$ cat config.mk
export PLATFORM = sky130hd
export DESIGN_NAME = led_disp_scan
export DESIGN_NICKNAME = d
export VERILOG_FILES = /design/src/rtl/disp_pkg.sv /design/src/rtl/seg7_dec.sv /design/src/rtl/led_disp_scan.sv
export SDC_FILE = /design/constraint.sdc
export NUM_CORES = 1
export LEC_CHECK = 0
export ABC_AREA = 1
export CAP_MARGIN = 20
export CORE_MARGIN = 4
export CORE_UTILIZATION = 49
export CTS_CLUSTER_DIAMETER = 60
export DETAILED_ROUTE_END_ITERATION = 16
export GPL_TIMING_DRIVEN = 0
export PLACE_DENSITY_LB_ADDON = 0.08
export SYNTH_ARGS = -nofsm -noshare
export SYNTH_HDL_FRONTEND = slang
export SYNTH_SLANG_ARGS = --single-unit
$ cat constraint.sdc
create_clock -name clk -period 2.11 [get_ports clk]
set_clock_uncertainty 0.1 [all_clocks]
set_input_delay 0.422 -clock clk [delete_from_list [all_inputs] [get_ports clk]]
set_output_delay 0.422 -clock clk [all_outputs]
set_load 0.01 [all_outputs]
$ cat src/rtl/disp_pkg.sv
// rtl/disp_pkg.sv - shared constants and types for the seven-segment display blocks
package disp_pkg;

    localparam int NUM_DIGITS = 6;
    localparam int DIG_W      = 4;
    localparam int SEG_W      = 7;

    // Segment patterns, bit0 = a ... bit6 = g, active-high
    localparam logic [SEG_W-1:0] SEG_0 = 7'b0111111;
    localparam logic [SEG_W-1:0] SEG_1 = 7'b0000110;
    localparam logic [SEG_W-1:0] SEG_2 = 7'b1011011;
    localparam logic [SEG_W-1:0] SEG_3 = 7'b1001111;
    localparam logic [SEG_W-1:0] SEG_4 = 7'b1100110;
    localparam logic [SEG_W-1:0] SEG_5 = 7'b1101101;
    localparam logic [SEG_W-1:0] SEG_6 = 7'b1111101;
    localparam logic [SEG_W-1:0] SEG_7 = 7'b0000111;
    localparam logic [SEG_W-1:0] SEG_8 = 7'b1111111;
    localparam logic [SEG_W-1:0] SEG_9 = 7'b1101111;
    localparam logic [SEG_W-1:0] SEG_A = 7'b1110111;
    localparam logic [SEG_W-1:0] SEG_B = 7'b1111100;
    localparam logic [SEG_W-1:0] SEG_C = 7'b0111001;
    localparam logic [SEG_W-1:0] SEG_D = 7'b1011110;
    localparam logic [SEG_W-1:0] SEG_E = 7'b1111001;
    localparam logic [SEG_W-1:0] SEG_F = 7'b1110001;

    typedef enum logic {
        ST_BLANK = 1'b0,
        ST_DRIVE = 1'b1
    } scan_state_e;

endpackage

$ cat src/rtl/seg7_dec.sv
// rtl/seg7_dec.sv - combinational hex digit to seven-segment decoder
module seg7_dec
    import disp_pkg::*;
(
    input  logic [DIG_W-1:0] code_i,
    output logic [SEG_W-1:0] seg_o
);

    always_comb begin
        seg_o = SEG_0;
        unique case (code_i)
            4'h0: seg_o = SEG_0;
            4'h1: seg_o = SEG_1;
            4'h2: seg_o = SEG_2;
            4'h3: seg_o = SEG_3;
            4'h4: seg_o = SEG_4;
            4'h5: seg_o = SEG_5;
            4'h6: seg_o = SEG_6;
            4'h7: seg_o = SEG_7;
            4'h8: seg_o = SEG_8;
            4'h9: seg_o = SEG_9;
            4'hA: seg_o = SEG_A;
            4'hB: seg_o = SEG_B;
            4'hC: seg_o = SEG_C;
            4'hD: seg_o = SEG_D;
            4'hE: seg_o = SEG_E;
            4'hF: seg_o = SEG_F;
        endcase
    end

endmodule

$ cat src/rtl/led_disp_scan.sv
// rtl/led_disp_scan.sv - six-digit multiplexed display scanner with per-slot blanking
// and a once-per-frame input snapshot.
module led_disp_scan
    import disp_pkg::*;
#(
    parameter int REFRESH_DIV = 50000,
    parameter int BLANK_CYC   = 500
) (
    input  logic                          clk,
    input  logic                          rst,
    input  logic [NUM_DIGITS*DIG_W-1:0]   i_digits,
    input  logic [NUM_DIGITS-1:0]         i_dp,
    input  logic                          i_blank_lz,
    output logic [SEG_W-1:0]              o_seg,
    output logic                          o_seg_dp,
    output logic [NUM_DIGITS-1:0]         o_seg_enb,
    output logic                          o_frame_tick
);

    localparam int CW = $clog2(REFRESH_DIV);
    localparam logic [CW-1:0] CNT_LAST = CW'(REFRESH_DIV - 1);
    localparam logic [CW-1:0] BLANK_V  = CW'(BLANK_CYC);

    logic [CW-1:0]               cnt_q, cnt_d;
    logic [2:0]                  idx_q, idx_d;
    logic [NUM_DIGITS*DIG_W-1:0] digits_q;
    logic [NUM_DIGITS-1:0]       dp_q;
    logic                        lz_q;
    scan_state_e                 state_q;
    logic [SEG_W-1:0]            seg_q;
    logic                        seg_dp_q;
    logic [NUM_DIGITS-1:0]       enb_q;
    logic                        tick_q;

    logic                        cnt_wrap;
    logic                        frame_start;
    logic [DIG_W-1:0]            code_cur;
    logic                        dp_cur;
    logic                        blank_cur;
    logic [NUM_DIGITS-1:0]       hi_zero;
    logic [SEG_W-1:0]            seg_dec;

    always_comb begin
        cnt_wrap    = (cnt_q == CNT_LAST);
        cnt_d       = cnt_wrap ? '0 : cnt_q + 1'b1;
        idx_d       = idx_q;
        if (cnt_wrap) begin
            idx_d = (idx_q == 3'(NUM_DIGITS - 1)) ? 3'd0 : idx_q + 3'd1;
        end
        frame_start = (cnt_q == '0) && (idx_q == 3'd0);
    end

    // hi_zero[n]: digit n and every digit above it are zero in the snapshot
    always_comb begin
        hi_zero   = '0;
        code_cur  = '0;
        dp_cur    = 1'b0;
        blank_cur = 1'b0;
        for (int i = NUM_DIGITS - 1; i >= 0; i--) begin
            if (i == NUM_DIGITS - 1) begin
                hi_zero[i] = (digits_q[i*DIG_W +: DIG_W] == '0);
            end else begin
                hi_zero[i] = hi_zero[i+1] && (digits_q[i*DIG_W +: DIG_W] == '0);
            end
        end
        for (int i = 0; i < NUM_DIGITS; i++) begin
            if (idx_q == 3'(i)) begin
                code_cur  = digits_q[i*DIG_W +: DIG_W];
                dp_cur    = dp_q[i];
                blank_cur = lz_q && (i != 0) && hi_zero[i];
            end
        end
    end

    seg7_dec u_dec (
        .code_i (code_cur),
        .seg_o  (seg_dec)
    );

    always_ff @(posedge clk) begin
        if (rst) begin
            cnt_q    <= '0;
            idx_q    <= 3'd0;
            digits_q <= '0;
            dp_q     <= '0;
            lz_q     <= 1'b0;
            state_q  <= ST_BLANK;
            seg_q    <= '0;
            seg_dp_q <= 1'b0;
            enb_q    <= '0;
            tick_q   <= 1'b0;
        end else begin
            cnt_q  <= cnt_d;
            idx_q  <= idx_d;
            tick_q <= frame_start;
            if (frame_start) begin
                digits_q <= i_digits;
                dp_q     <= i_dp;
                lz_q     <= i_blank_lz;
            end
            // state_q tracks cnt_q >= BLANK_CYC, so outputs lag the counter by one cycle
            unique case (state_q)
                ST_BLANK: if (cnt_d == BLANK_V) state_q <= ST_DRIVE;
                ST_DRIVE: if (cnt_wrap)         state_q <= ST_BLANK;
            endcase
            if (state_q == ST_DRIVE) begin
                enb_q    <= NUM_DIGITS'(1) << idx_q;
                seg_q    <= blank_cur ? '0 : seg_dec;
                seg_dp_q <= dp_cur;
            end else begin
                enb_q    <= '0;
                seg_q    <= '0;
                seg_dp_q <= 1'b0;
            end
        end
    end

    assign o_seg        = seg_q;
    assign o_seg_dp     = seg_dp_q;
    assign o_seg_enb    = enb_q;
    assign o_frame_tick = tick_q;

endmodule

==> out/qor.yml, run 1 <==
synthesis:
  ys.flop_type: "dfxtp_1"
  synthCells: 460
  synth.distinct_cells: 33
  synth.top_cell.area_share_pct: 40.2
  yosys_warnings: 0
  synth_edf_count: 0
  syn-mean-instance-area_um2: 7.15
  synth_seq_cells: 66
  async_flop_share_pct: 0
  seq_area_frac_synth_pct: 40.2
  syn_area_um2: 3290
  synth_top_area_cell: "dfxtp_1"
  netlist_top_cells_area: "dfxtp_1, nand2_1, a21oi_1"
  synth_fp_nets: 504
worst_hold_path:
  holdCritStartpoint: "rst"
  min_path_type: "in2reg"
route:
  drt_iter0_markers: 154
  wire_per_inst_um: 13.4
  wl_um: 8250
  ant_nets: 0
  vias_per_cell: 5.10
  vias: 3140
  drc: 0
  dr.pass1.iters: 4
cells_and_area:
  fin_nets: 578
  finalNonFillerCells: 616
  layout_common_cells: "nand2_1, dfxtp_1, inv_1, nor2_1, a21oi_1"
  drive_gt1_share_pct: 16.0
  syn2layout_area_growth_pct: 32.4
  antenna_cells: 0
  n_fill_cell: 545
  layout_commonest_cell: "nand2_1"
  stdcell_area_um2: 4350
timing:
  slew_headroom_pct: 58.2
  finalHoldViolations: 0
  fin_crit_ns: 2.07
  max_freq_mhz: 483
  slew_viol_final: 0
  fin_crit_sh_pct: 98.1
  tightest_slew_ns: 0.624
  setup_viol: 0
  rsz0062_at_grt: "yes"
floorplanning:
  dieArea_um2: 8080
  num_io_pins: 48
  coreArea_um2: 6420
  rows: 29
  start_util_pct: 51.2
  die_x_um: 89.9
  die_y_um: 89.9
pwr:
  power_density_nw_per_um2: 695
  p_comb_share_pct: 16.9
  leakage_nw: 1.75
  p_clk_share_pct: 37.7
  p_sw_share_pct: 28.7
  internal_power_w: 0.00216
  power_frac_seq_pct: 45.4
  ir_drop_uv: 516
  p_sw_w: 0.000867
clock_tree:
  clockBufferDepth: 2
  cts-htree-levels: 3
  cts_tree: "yes"
  hold_buffers: 0
  cts_buffers: 9
  clkLatencyLatePin_ns: 0.35
  cts.sinks: 66
  clk_pin_slew_ns: 0.08
  cts_root_buffer: "clkbuf_8"
job:
  drv_cap: 0
global_routing:
  grt_pass1_wl_um: 12900
  grt_use_total_pct: 19.5
  grt_pass1_vias: 2911
  grt_remaining_overflow: 0
  grt_antenna_before_repair: 0
  grt_max_degree: 13
setup_path:
  arrival_ns: 2.22
  crit_type: "reg2reg"
  rr_startpoint: "idx_q[0]"
  crit_path_top_delay_cell: "dfxtp_4"
  cp_cell_sequence: "buf_4 -> nand2_4 -> nor2_4 -> buf_12 -> buf_6 -> a21oi_2 -> nand2_2 -> o21ai_4 -> ha_4 -> inv_1 -> nand3_1 -> nand3_1 -> nand3_1 -> nor2_1"
  max_stage_delay_ns: 0.37
  crit_top_cell: "nand3_1"
  critPathLaunch: "idx_q[0]"
  crit_required_ns: 2.26
  cp-start-kind: "flop"
  cp-end-kind: "flop"
  cp_max_fo: 5
placement:
  gp_congestion: 0.877
  post-dp-hpwl_um: 5850
  portBuffers: 46
  placedInstanceArea_um2: 3840
  dpl.cell_count: 583
status:
  status: "finished clean"
==> per-stage QoR <==
| step | hold slack [ns] | total power (W) | setup TNS (ns) | utilization (%) | worst slack (ns) |
|---|---|---|---|---|---|
| 2_1_floorplan | 0.320 | 0.00169 | 0 | - | 0.0380 |
| 3_3_place_gp | 0.330 | 0.00184 | -0.611 | 59.9 | -0.181 |
| 3_5_place_dp | 0.339 | 0.00185 | -0.930 | 59.9 | -0.212 |
| 4_1_cts | 0.300 | 0.00299 | 0 | 64.6 | 0.0190 |
| 5_1_grt | 0.357 | 0.00315 | -0.124 | 67.8 | -0.0567 |
| 6_report | 0.302 | 0.00302 | 0 | 67.8 | 0.0399 |
==> power by group through the flow <==
stage	Combinational [W]	Clock, W	Sequential [W]
finish	0.000511	0.00114	0.00137
CTS	0.000470	0.00115	0.00137
detailed placement	0.000444	0	0.00140
floorplan	0.000301	0	0.00139
global placement	0.000434	0	0.00140
global route	0.000572	0.00120	0.00138
==> layer usage <==
metal,up-vias,routed length [um],share of wire (%),global-route usage (%)
met4,0,219,2.7,9.44
met5,-,0,0,0
met1,1408,3700,45,23.0
met2,74,3990,48,34.4
li1,1638,-,-,-
met3,20,341,4.1,3.42
==> sequential cells by signal, indices dropped and copies added (netlist names) <==
| register | count |
|---|---|
| o_frame_tick | 1 |
| lz_q | 1 |
| o_seg_enb | 6 |
| idx_q | 3 |
| o_seg_dp | 1 |
| digits_q | 24 |
| dp_q | 6 |
| cnt_q | 16 |
| o_seg | 7 |
| state_q | 1 |
==> cell type report <==
cell class	instances	area, um^2	area share (%)
timing repair buffer	63	606	13.9
sequential	66	1330	30.6
inverter	66	265	6.10
multi-input combinational	316	1790	41.0
tap	77	96.3	2.21
clock buffer	11	151	3.48
clock inverter	5	61.3	1.41
buffer	12	53.8	1.24
==> path summary, 6_finish.rpt <==
path | endpoint | slack [ns] | cells past startpoint
worst max-delay path | o_seg[3] | 0.04 | 14
worst min-delay path | cnt_q[4] | 0.30 | 2
worst max register to register | o_seg[3] | 0.04 | 14
worst min register to register | digits_q[2] | 0.35 | 2
==> cell families after synthesis <==
| kind of cell | count (synthesis) | share of synthesized area (%) |
|---|---|---|
| xor+xnor | 8 | 2.13 |
| flops | 66 | 40.2 |
| buf+inv | 78 | 9.33 |
| compound gates | 97 | 15.3 |
| fa+ha+maj | 11 | 4.19 |
| simple gates | 200 | 28.9 |
==> timing repair <==
action,in CTS,in global routing
endpoints found under the setup margin,7,7
cloned,0,1
setup buffers,7,9
pin swaps,3,10
resized for setup,11,30
==> synthesized netlist by cell type, types with 2 or more instances <==
library cell	count
nand2_1	70
dfxtp_1	66
inv_1	59
nor2_1	58
a21oi_1	52
o21ai_0	36
nand3_1	34
ha_1	11
clkbuf_1	10
nand4_1	8
nor3_1	8
xor2_1	8
nand2_2	6
inv_2	5
a21oi_2	3
nor4_1	3
o21ai_1	3
inv_4	2
nand2_4	2
nor2_2	2
nor2_4	2
==> worst max-delay path: cells and delay by family, from the launching register on <==
family	cells	cell delay (ns)
DFF	1	0.37
adders and majority gates	1	0.19
buffers and inverters	4	0.44
AOI/OAI and AO/OA	2	0.30
and+or+nand+nor	7	0.56
No activity file was read; power rests on OpenSTA's default activity.
==> inputs of run 2 (changes only) <==
Settings changed: CTS_CLUSTER_SIZE set to 25.
==> results of run 2 <==
The final DEF is identical to that of run 1; final timing and power are the same.
